**config.mk**
```make
export PLATFORM = sky130hd
export DESIGN_NAME = wb_register_file_flat
export DESIGN_NICKNAME = d
export VERILOG_FILES = /design/src/rtl/wb_register_file_pkg.sv /design/src/rtl/wb_register_file_if.sv /design/src/rtl/wb_register_file_load_scoreboard.sv /design/src/rtl/wb_register_file.sv /design/src/flat_wrapper.sv
export SDC_FILE = /design/constraint.sdc
export NUM_CORES = 2
export LEC_CHECK = 0
export CAP_MARGIN = 20
export CORE_ASPECT_RATIO = 1.75
export CORE_MARGIN = 5
export CORE_UTILIZATION = 30
export DETAILED_ROUTE_END_ITERATION = 12
export DONT_BUFFER_PORTS = 1
export PLACE_DENSITY_LB_ADDON = 0.15
export SLEW_MARGIN = 5
export SYNTH_ARGS = -nofsm -noshare
export SYNTH_HDL_FRONTEND = slang
export SYNTH_SLANG_ARGS = --single-unit
```
**constraint.sdc**
```tcl
create_clock -name clk -period 34.5 [get_ports clk]
set_input_delay 3.45 -clock clk [delete_from_list [all_inputs] [get_ports clk]]
set_output_delay 3.45 -clock clk [all_outputs]
set_load 0.005 [all_outputs]
```
**src/rtl/wb_register_file_pkg.sv**
```systemverilog
// Shared pipeline constants for the write-back / register-file slice.
package wb_register_file_pkg;
  localparam int unsigned DATA_W = 32;
  localparam int unsigned ADDR_W = 5;
  localparam int unsigned NREGS  = 32;
  localparam logic [ADDR_W-1:0] REG_ZERO = '0;
endpackage

```
**src/rtl/wb_register_file_if.sv**
```systemverilog
// MEM/WB write-back, ID read-port and issue/stall signals of the register file.
interface wb_register_file_if #(
  parameter int unsigned DATA_W = 32,
  parameter int unsigned ADDR_W = 5
);
  logic [DATA_W-1:0] ALUResult;
  logic [DATA_W-1:0] ReadDataDM;
  logic              MemToReg;
  logic              RegWrite;
  logic [ADDR_W-1:0] WriteRegister;
  logic [ADDR_W-1:0] rs_addr;
  logic [ADDR_W-1:0] rt_addr;
  logic [DATA_W-1:0] rs_data;
  logic [DATA_W-1:0] rt_data;
  logic              issue_valid;
  logic              issue_load;
  logic [ADDR_W-1:0] issue_rd;
  logic              load_use_stall;
  logic [DATA_W-1:0] wb_data;

  modport master (
    output ALUResult, ReadDataDM, MemToReg, RegWrite, WriteRegister,
    output rs_addr, rt_addr, issue_valid, issue_load, issue_rd,
    input  rs_data, rt_data, load_use_stall, wb_data
  );

  modport slave (
    input  ALUResult, ReadDataDM, MemToReg, RegWrite, WriteRegister,
    input  rs_addr, rt_addr, issue_valid, issue_load, issue_rd,
    output rs_data, rt_data, load_use_stall, wb_data
  );
endinterface

```
**src/rtl/wb_register_file_load_scoreboard.sv**
```systemverilog
// Per-register load-pending bits and the ID-stage load-use stall compare.
module load_scoreboard
  import wb_register_file_pkg::*;
#(
  parameter int unsigned ADDR_BITS = ADDR_W,
  parameter int unsigned NUM_REGS  = NREGS
) (
  input  logic                 clk,
  input  logic                 rst,
  input  logic                 issue_valid,
  input  logic                 issue_load,
  input  logic [ADDR_BITS-1:0] issue_rd,
  input  logic                 wb_we,
  input  logic [ADDR_BITS-1:0] wb_rd,
  input  logic [ADDR_BITS-1:0] rs_addr,
  input  logic [ADDR_BITS-1:0] rt_addr,
  output logic                 load_use_stall
);
  logic [NUM_REGS-1:0] pending_q;
  logic [NUM_REGS-1:0] pending_d;
  logic [NUM_REGS-1:0] clear_mask;
  logic [NUM_REGS-1:0] pend_eff;

  always_comb begin
    clear_mask = '0;
    if (wb_we) clear_mask[wb_rd] = 1'b1;
    pend_eff = pending_q & ~clear_mask;
  end

  // Set is applied after clear so a newer load to the same register wins.
  always_comb begin
    pending_d = pending_q & ~clear_mask;
    if (issue_valid && issue_load && issue_rd != REG_ZERO[ADDR_BITS-1:0])
      pending_d[issue_rd] = 1'b1;
    pending_d[0] = 1'b0;
  end

  always_ff @(posedge clk or posedge rst) begin
    if (rst) pending_q <= '0;
    else     pending_q <= pending_d;
  end

  always_comb begin
    load_use_stall = (pend_eff[rs_addr] && rs_addr != REG_ZERO[ADDR_BITS-1:0]) ||
                     (pend_eff[rt_addr] && rt_addr != REG_ZERO[ADDR_BITS-1:0]);
  end
endmodule

```
**src/rtl/wb_register_file.sv**
```systemverilog
// WB data select, 32x32 architectural register file with write-first bypass,
// and the load-use scoreboard feeding the hazard logic.
module wb_register_file
  import wb_register_file_pkg::*;
#(
  parameter int unsigned DATA_W = wb_register_file_pkg::DATA_W,
  parameter int unsigned ADDR_W = wb_register_file_pkg::ADDR_W,
  parameter int unsigned NREGS  = wb_register_file_pkg::NREGS
) (
  input logic               clk,
  input logic               rst,
  wb_register_file_if.slave rf
);
  logic [NREGS-1:0][DATA_W-1:0] regs_q;
  logic [NREGS-1:0][DATA_W-1:0] regs_d;
  logic [DATA_W-1:0]            wb_data;
  logic                         wr_en;

  always_comb begin
    wb_data = rf.MemToReg ? rf.ReadDataDM : rf.ALUResult;
    wr_en   = rf.RegWrite && (rf.WriteRegister != REG_ZERO[ADDR_W-1:0]);
  end

  assign rf.wb_data = wb_data;

  // Register 0 is never written, so it reads zero without a special read case.
  always_comb begin
    regs_d = regs_q;
    if (wr_en) regs_d[rf.WriteRegister] = wb_data;
  end

  always_ff @(posedge clk or posedge rst) begin
    if (rst) regs_q <= '0;
    else     regs_q <= regs_d;
  end

  always_comb begin
    rf.rs_data = (wr_en && rf.WriteRegister == rf.rs_addr) ? wb_data : regs_q[rf.rs_addr];
    rf.rt_data = (wr_en && rf.WriteRegister == rf.rt_addr) ? wb_data : regs_q[rf.rt_addr];
  end

  load_scoreboard #(
    .ADDR_BITS (ADDR_W),
    .NUM_REGS  (NREGS)
  ) u_scoreboard (
    .clk            (clk),
    .rst            (rst),
    .issue_valid    (rf.issue_valid),
    .issue_load     (rf.issue_load),
    .issue_rd       (rf.issue_rd),
    .wb_we          (rf.RegWrite),
    .wb_rd          (rf.WriteRegister),
    .rs_addr        (rf.rs_addr),
    .rt_addr        (rf.rt_addr),
    .load_use_stall (rf.load_use_stall)
  );
endmodule

```
**src/flat_wrapper.sv**
```systemverilog
// flat-port wrapper written by rule: the top's interface ports become plain ports
module wb_register_file_flat import wb_register_file_pkg::*;
#(
  parameter int unsigned DATA_W = wb_register_file_pkg::DATA_W,
  parameter int unsigned ADDR_W = wb_register_file_pkg::ADDR_W,
  parameter int unsigned NREGS  = wb_register_file_pkg::NREGS
)
  (clk, rst, rf_ALUResult, rf_ReadDataDM, rf_MemToReg, rf_RegWrite, rf_WriteRegister, rf_rs_addr, rf_rt_addr, rf_issue_valid, rf_issue_load, rf_issue_rd, rf_rs_data, rf_rt_data, rf_load_use_stall, rf_wb_data);
  wb_register_file_if #(.DATA_W(DATA_W), .ADDR_W(ADDR_W)) rf_i ();
  input logic clk;
  input logic rst;
  input wire logic [$bits(rf_i.ALUResult)-1:0] rf_ALUResult;
  input wire logic [$bits(rf_i.ReadDataDM)-1:0] rf_ReadDataDM;
  input wire logic [$bits(rf_i.MemToReg)-1:0] rf_MemToReg;
  input wire logic [$bits(rf_i.RegWrite)-1:0] rf_RegWrite;
  input wire logic [$bits(rf_i.WriteRegister)-1:0] rf_WriteRegister;
  input wire logic [$bits(rf_i.rs_addr)-1:0] rf_rs_addr;
  input wire logic [$bits(rf_i.rt_addr)-1:0] rf_rt_addr;
  input wire logic [$bits(rf_i.issue_valid)-1:0] rf_issue_valid;
  input wire logic [$bits(rf_i.issue_load)-1:0] rf_issue_load;
  input wire logic [$bits(rf_i.issue_rd)-1:0] rf_issue_rd;
  output wire logic [$bits(rf_i.rs_data)-1:0] rf_rs_data;
  output wire logic [$bits(rf_i.rt_data)-1:0] rf_rt_data;
  output wire logic [$bits(rf_i.load_use_stall)-1:0] rf_load_use_stall;
  output wire logic [$bits(rf_i.wb_data)-1:0] rf_wb_data;
  assign rf_i.ALUResult = rf_ALUResult;
  assign rf_i.ReadDataDM = rf_ReadDataDM;
  assign rf_i.MemToReg = rf_MemToReg;
  assign rf_i.RegWrite = rf_RegWrite;
  assign rf_i.WriteRegister = rf_WriteRegister;
  assign rf_i.rs_addr = rf_rs_addr;
  assign rf_i.rt_addr = rf_rt_addr;
  assign rf_i.issue_valid = rf_issue_valid;
  assign rf_i.issue_load = rf_issue_load;
  assign rf_i.issue_rd = rf_issue_rd;
  assign rf_rs_data = rf_i.rs_data;
  assign rf_rt_data = rf_i.rt_data;
  assign rf_load_use_stall = rf_i.load_use_stall;
  assign rf_wb_data = rf_i.wb_data;
  wb_register_file #(.DATA_W(DATA_W), .ADDR_W(ADDR_W), .NREGS(NREGS)) u_core (.clk(clk), .rst(rst), .rf(rf_i));
endmodule
```
==> summary.md <==
| Metric | Value |
|---|---|
| Setup Crit Path Kind | in -> out |
| CP Capture Type | output pin |
| Syn. warnings | 0 |
| Largest net degree at the start of global routing | 272 |
| Via count | 36,600 |
| CTS resizes | 0 |
| Power per cell area | 60.2 nW/um^2 |
| PortBufs | 0 |
| Gr ovfl total | 0 |
| # placed instances | 6,650 |
| Max Fclk | 0.0996 GHz |
| Root Driver | clkbuf_16 |
| Initial Util | 30.2% |
| Leak | 24.3 nW |
| Final Hold Viols | 0 |
| Fill cell count | 18,000 |
| Cell area after synthesis | 54,700 sq um |
| Hold Path Class | reg -> reg |
| DPL Wire Length | 100 mm |
| Design area | 60,500 sq um |
| Area Growth Syn to Fin | 10.6% |
| EDFF count, synth | 0 |
| Syn Nets | 4,784 |
| Std cell rows | 207 |
| Pre-Repair DR Iteration Count | 5 |
| CP Data Arrival Time | 6.59 ns |
| Synth Instances | 4,694 |
| Final setup viols | 0 |
| Max cap viols | 0 |
| First-pass GRT wire length | 274 mm |
| Setup TNS | 0 ns |
| Worst slew pin tran | 1.14 ns |
| Register area share after synthesis | 48.2% |
| CTS sink cnt | 1,055 |
| Max IR drop VDD | 0.0393 mV |
| Residual DRC count | 0 |
| Critical Path RT | 31.05 ns |
| GPL Wtd Cong | 0.747 |
| Hold slack | 0.394 ns |
| CTS HTree Levels | 3 |
| Clock Path Buffers | 3 |
| Clock slew at the register clock pins of the worst setup and hold paths | 0.06 ns |
| Vias in the first global route | 38,700 |
| Ports | 187 |
| Initial antenna violation count | 2 |
| Post-synth ARST share | 100% |
| Clock latency on the worst-skew pair | 0.70 ns |
| CP max FO | 66 |
| Total Wirelength | 183 mm |
| Crit start category | input port |
| Avg Vias per Cell | 5.34 |
| Layout cells sized above 1 | 21.8% |
| TritonCTS buffer count | 107 |
| Core ar. | 182,000 sq um |
| Non-Filler Instances | 6,850 |
| CTS tree | done |
| Netlist cell types | 53 |
| DP Area | 56,800 sq um |
| Final Max Tran Viols | 0 |
| CTS Hold Bufs | 0 |
| RSZ-0062 raised after global routing | no |
| Slew HR | 23.8% |
| Worst Hold Depth | 0 |
| Fin crit share | 29.1% |
| Die height | 575 um |
| Die area | 191,000 sq um |
| GRT Overall Usage | 19.0% |
| Syn avg cell area | 11.7 sq um |
| Clk_skew | 0 ns |
| Drt wl/cell | 26.7 um |
| Post-DRT Antenna Nets | 0 |
| FF+latch count, synth | 1,055 |
| First DRT Iteration DRCs | 2,378 |
| Nets | 4,453 |
| Main flop type after synthesis | dfrtp_1 |
| Die Wd | 333 um |
| R2R depth | 2 |
| Postcts setup bufs | 0 |
| Status | completed |
| Tmin final | 10.04 ns |
## layout by cell type, fill, tap and decap left out, types with 5 or more instances in the layout
cell type / n
buf_16: 7
inv_1: 35
nand2_1: 511
nor2_4: 15
a21oi_1: 583
mux2i_4: 16
a211oi_1: 68
nand3_4: 6
mux4_2: 644
clkbuf_8: 30
xnor2_1: 6
nor2_1: 521
bufinv_16: 6
nor2b_1: 70
nand2_4: 5
clkbuf_16: 107
nand3_1: 7
nand3b_1: 5
buf_12: 7
o21ai_0: 525
clkinv_2: 17
mux2i_2: 16
dfrtp_1: 1055
nand4b_1: 7
nand2b_1: 9
clkbuf_1: 23
buf_4: 71
## per-layer routing
layer / up-vias / wire [um] / global-route usage, %
li1: 16400 / - / -
met1: 19100 / 75400 / 24.3
met2: 793 / 94600 / 33.8
met3: 237 / 8050 / 3.07
met4: 0 / 4970 / 4.96
met5: - / 0 / 0
## sequential cells by signal, summed over array words and instances, names as in the netlist
signal and cells:
u_core.regs_q 1024, u_core.u_scoreboard.pending_q 31
## through the flow
step           utilization, %  worst slack [ns]  total power, mW
6_report                 33.3             24.46             3.64
5_1_grt                  33.3             24.14             3.85
4_1_cts                  33.2             24.32             3.69
3_5_place_dp             31.3             24.31             2.47
3_3_place_gp             31.2             24.31             2.44
2_1_floorplan               -              1.35             2.30
## kinds of logic after synthesis
logic type / share of synthesized area, %
AO/OA/AOI/OAI: 11.5
XOR/XNOR: 0.160
buffers and inverters: 4.22
flip-flops: 48.2
multiplexers: 27.2
AND/OR/NAND/NOR: 8.79
## synthesized netlist by cell type (all sizes together) (35+ instances only)
| cell type | count | area [sq um] |
|---|---|---|
| nor2 | 536 | 2010 |
| mux4 | 644 | 14500 |
| clkbuf | 415 | 1560 |
| nor2b | 70 | 438 |
| nand2 | 516 | 1940 |
| o21ai | 527 | 2640 |
| a211oi | 68 | 510 |
| buf | 110 | 614 |
| mux2i | 35 | 350 |
| a21oi | 583 | 2920 |
| inv | 36 | 135 |
| dfrtp | 1055 | 26400 |
## report_power, final
part	internal (mW)	total [mW]	switching, mW
registers	1.50	1.69	0.189
logic	0.438	0.747	0.309
clock network	0.680	1.20	0.525
## layout make-up
| type | count | area (sq um) | share of cell area, % |
|---|---|---|---|
| clock buffer | 160 | 3180 | 5.25 |
| antenna | 1 | 2.50 | 0.00413 |
| timing repair buffer | 85 | 866 | 1.43 |
| clock inverter | 32 | 369 | 0.610 |
| tap | 2403 | 3010 | 4.97 |
| inverter | 37 | 146 | 0.242 |
| multi-input combinational | 3077 | 26600 | 43.9 |
| sequential | 1055 | 26400 | 43.6 |
## critical path, stage by stage
cell	delay, ns
nor2b_1	0.83
nand3_4	1.07
a32oi_1	0.53
o2bb2ai_1	0.15
nor4_1	0.07
a211oi_1	0.21
nand4_1	0.26
## path summary, 6_finish.rpt
check	end	from	slack, ns
max in group asynchronous	u_core.regs_q[1017]	rst	27.87
min in group asynchronous	u_core.regs_q[645]	rst	2.75
worst min register to register	u_core.regs_q[24]	u_core.regs_q[24]	0.39
worst max-delay path	rf_load_use_stall	rf_RegWrite	24.46
worst max register to register	u_core.u_scoreboard.pending_q[29]	u_core.u_scoreboard.pending_q[29]	33.54
worst min-delay path	u_core.regs_q[24]	u_core.regs_q[24]	0.39
Note: power is estimated with default switching activity, not from simulation.
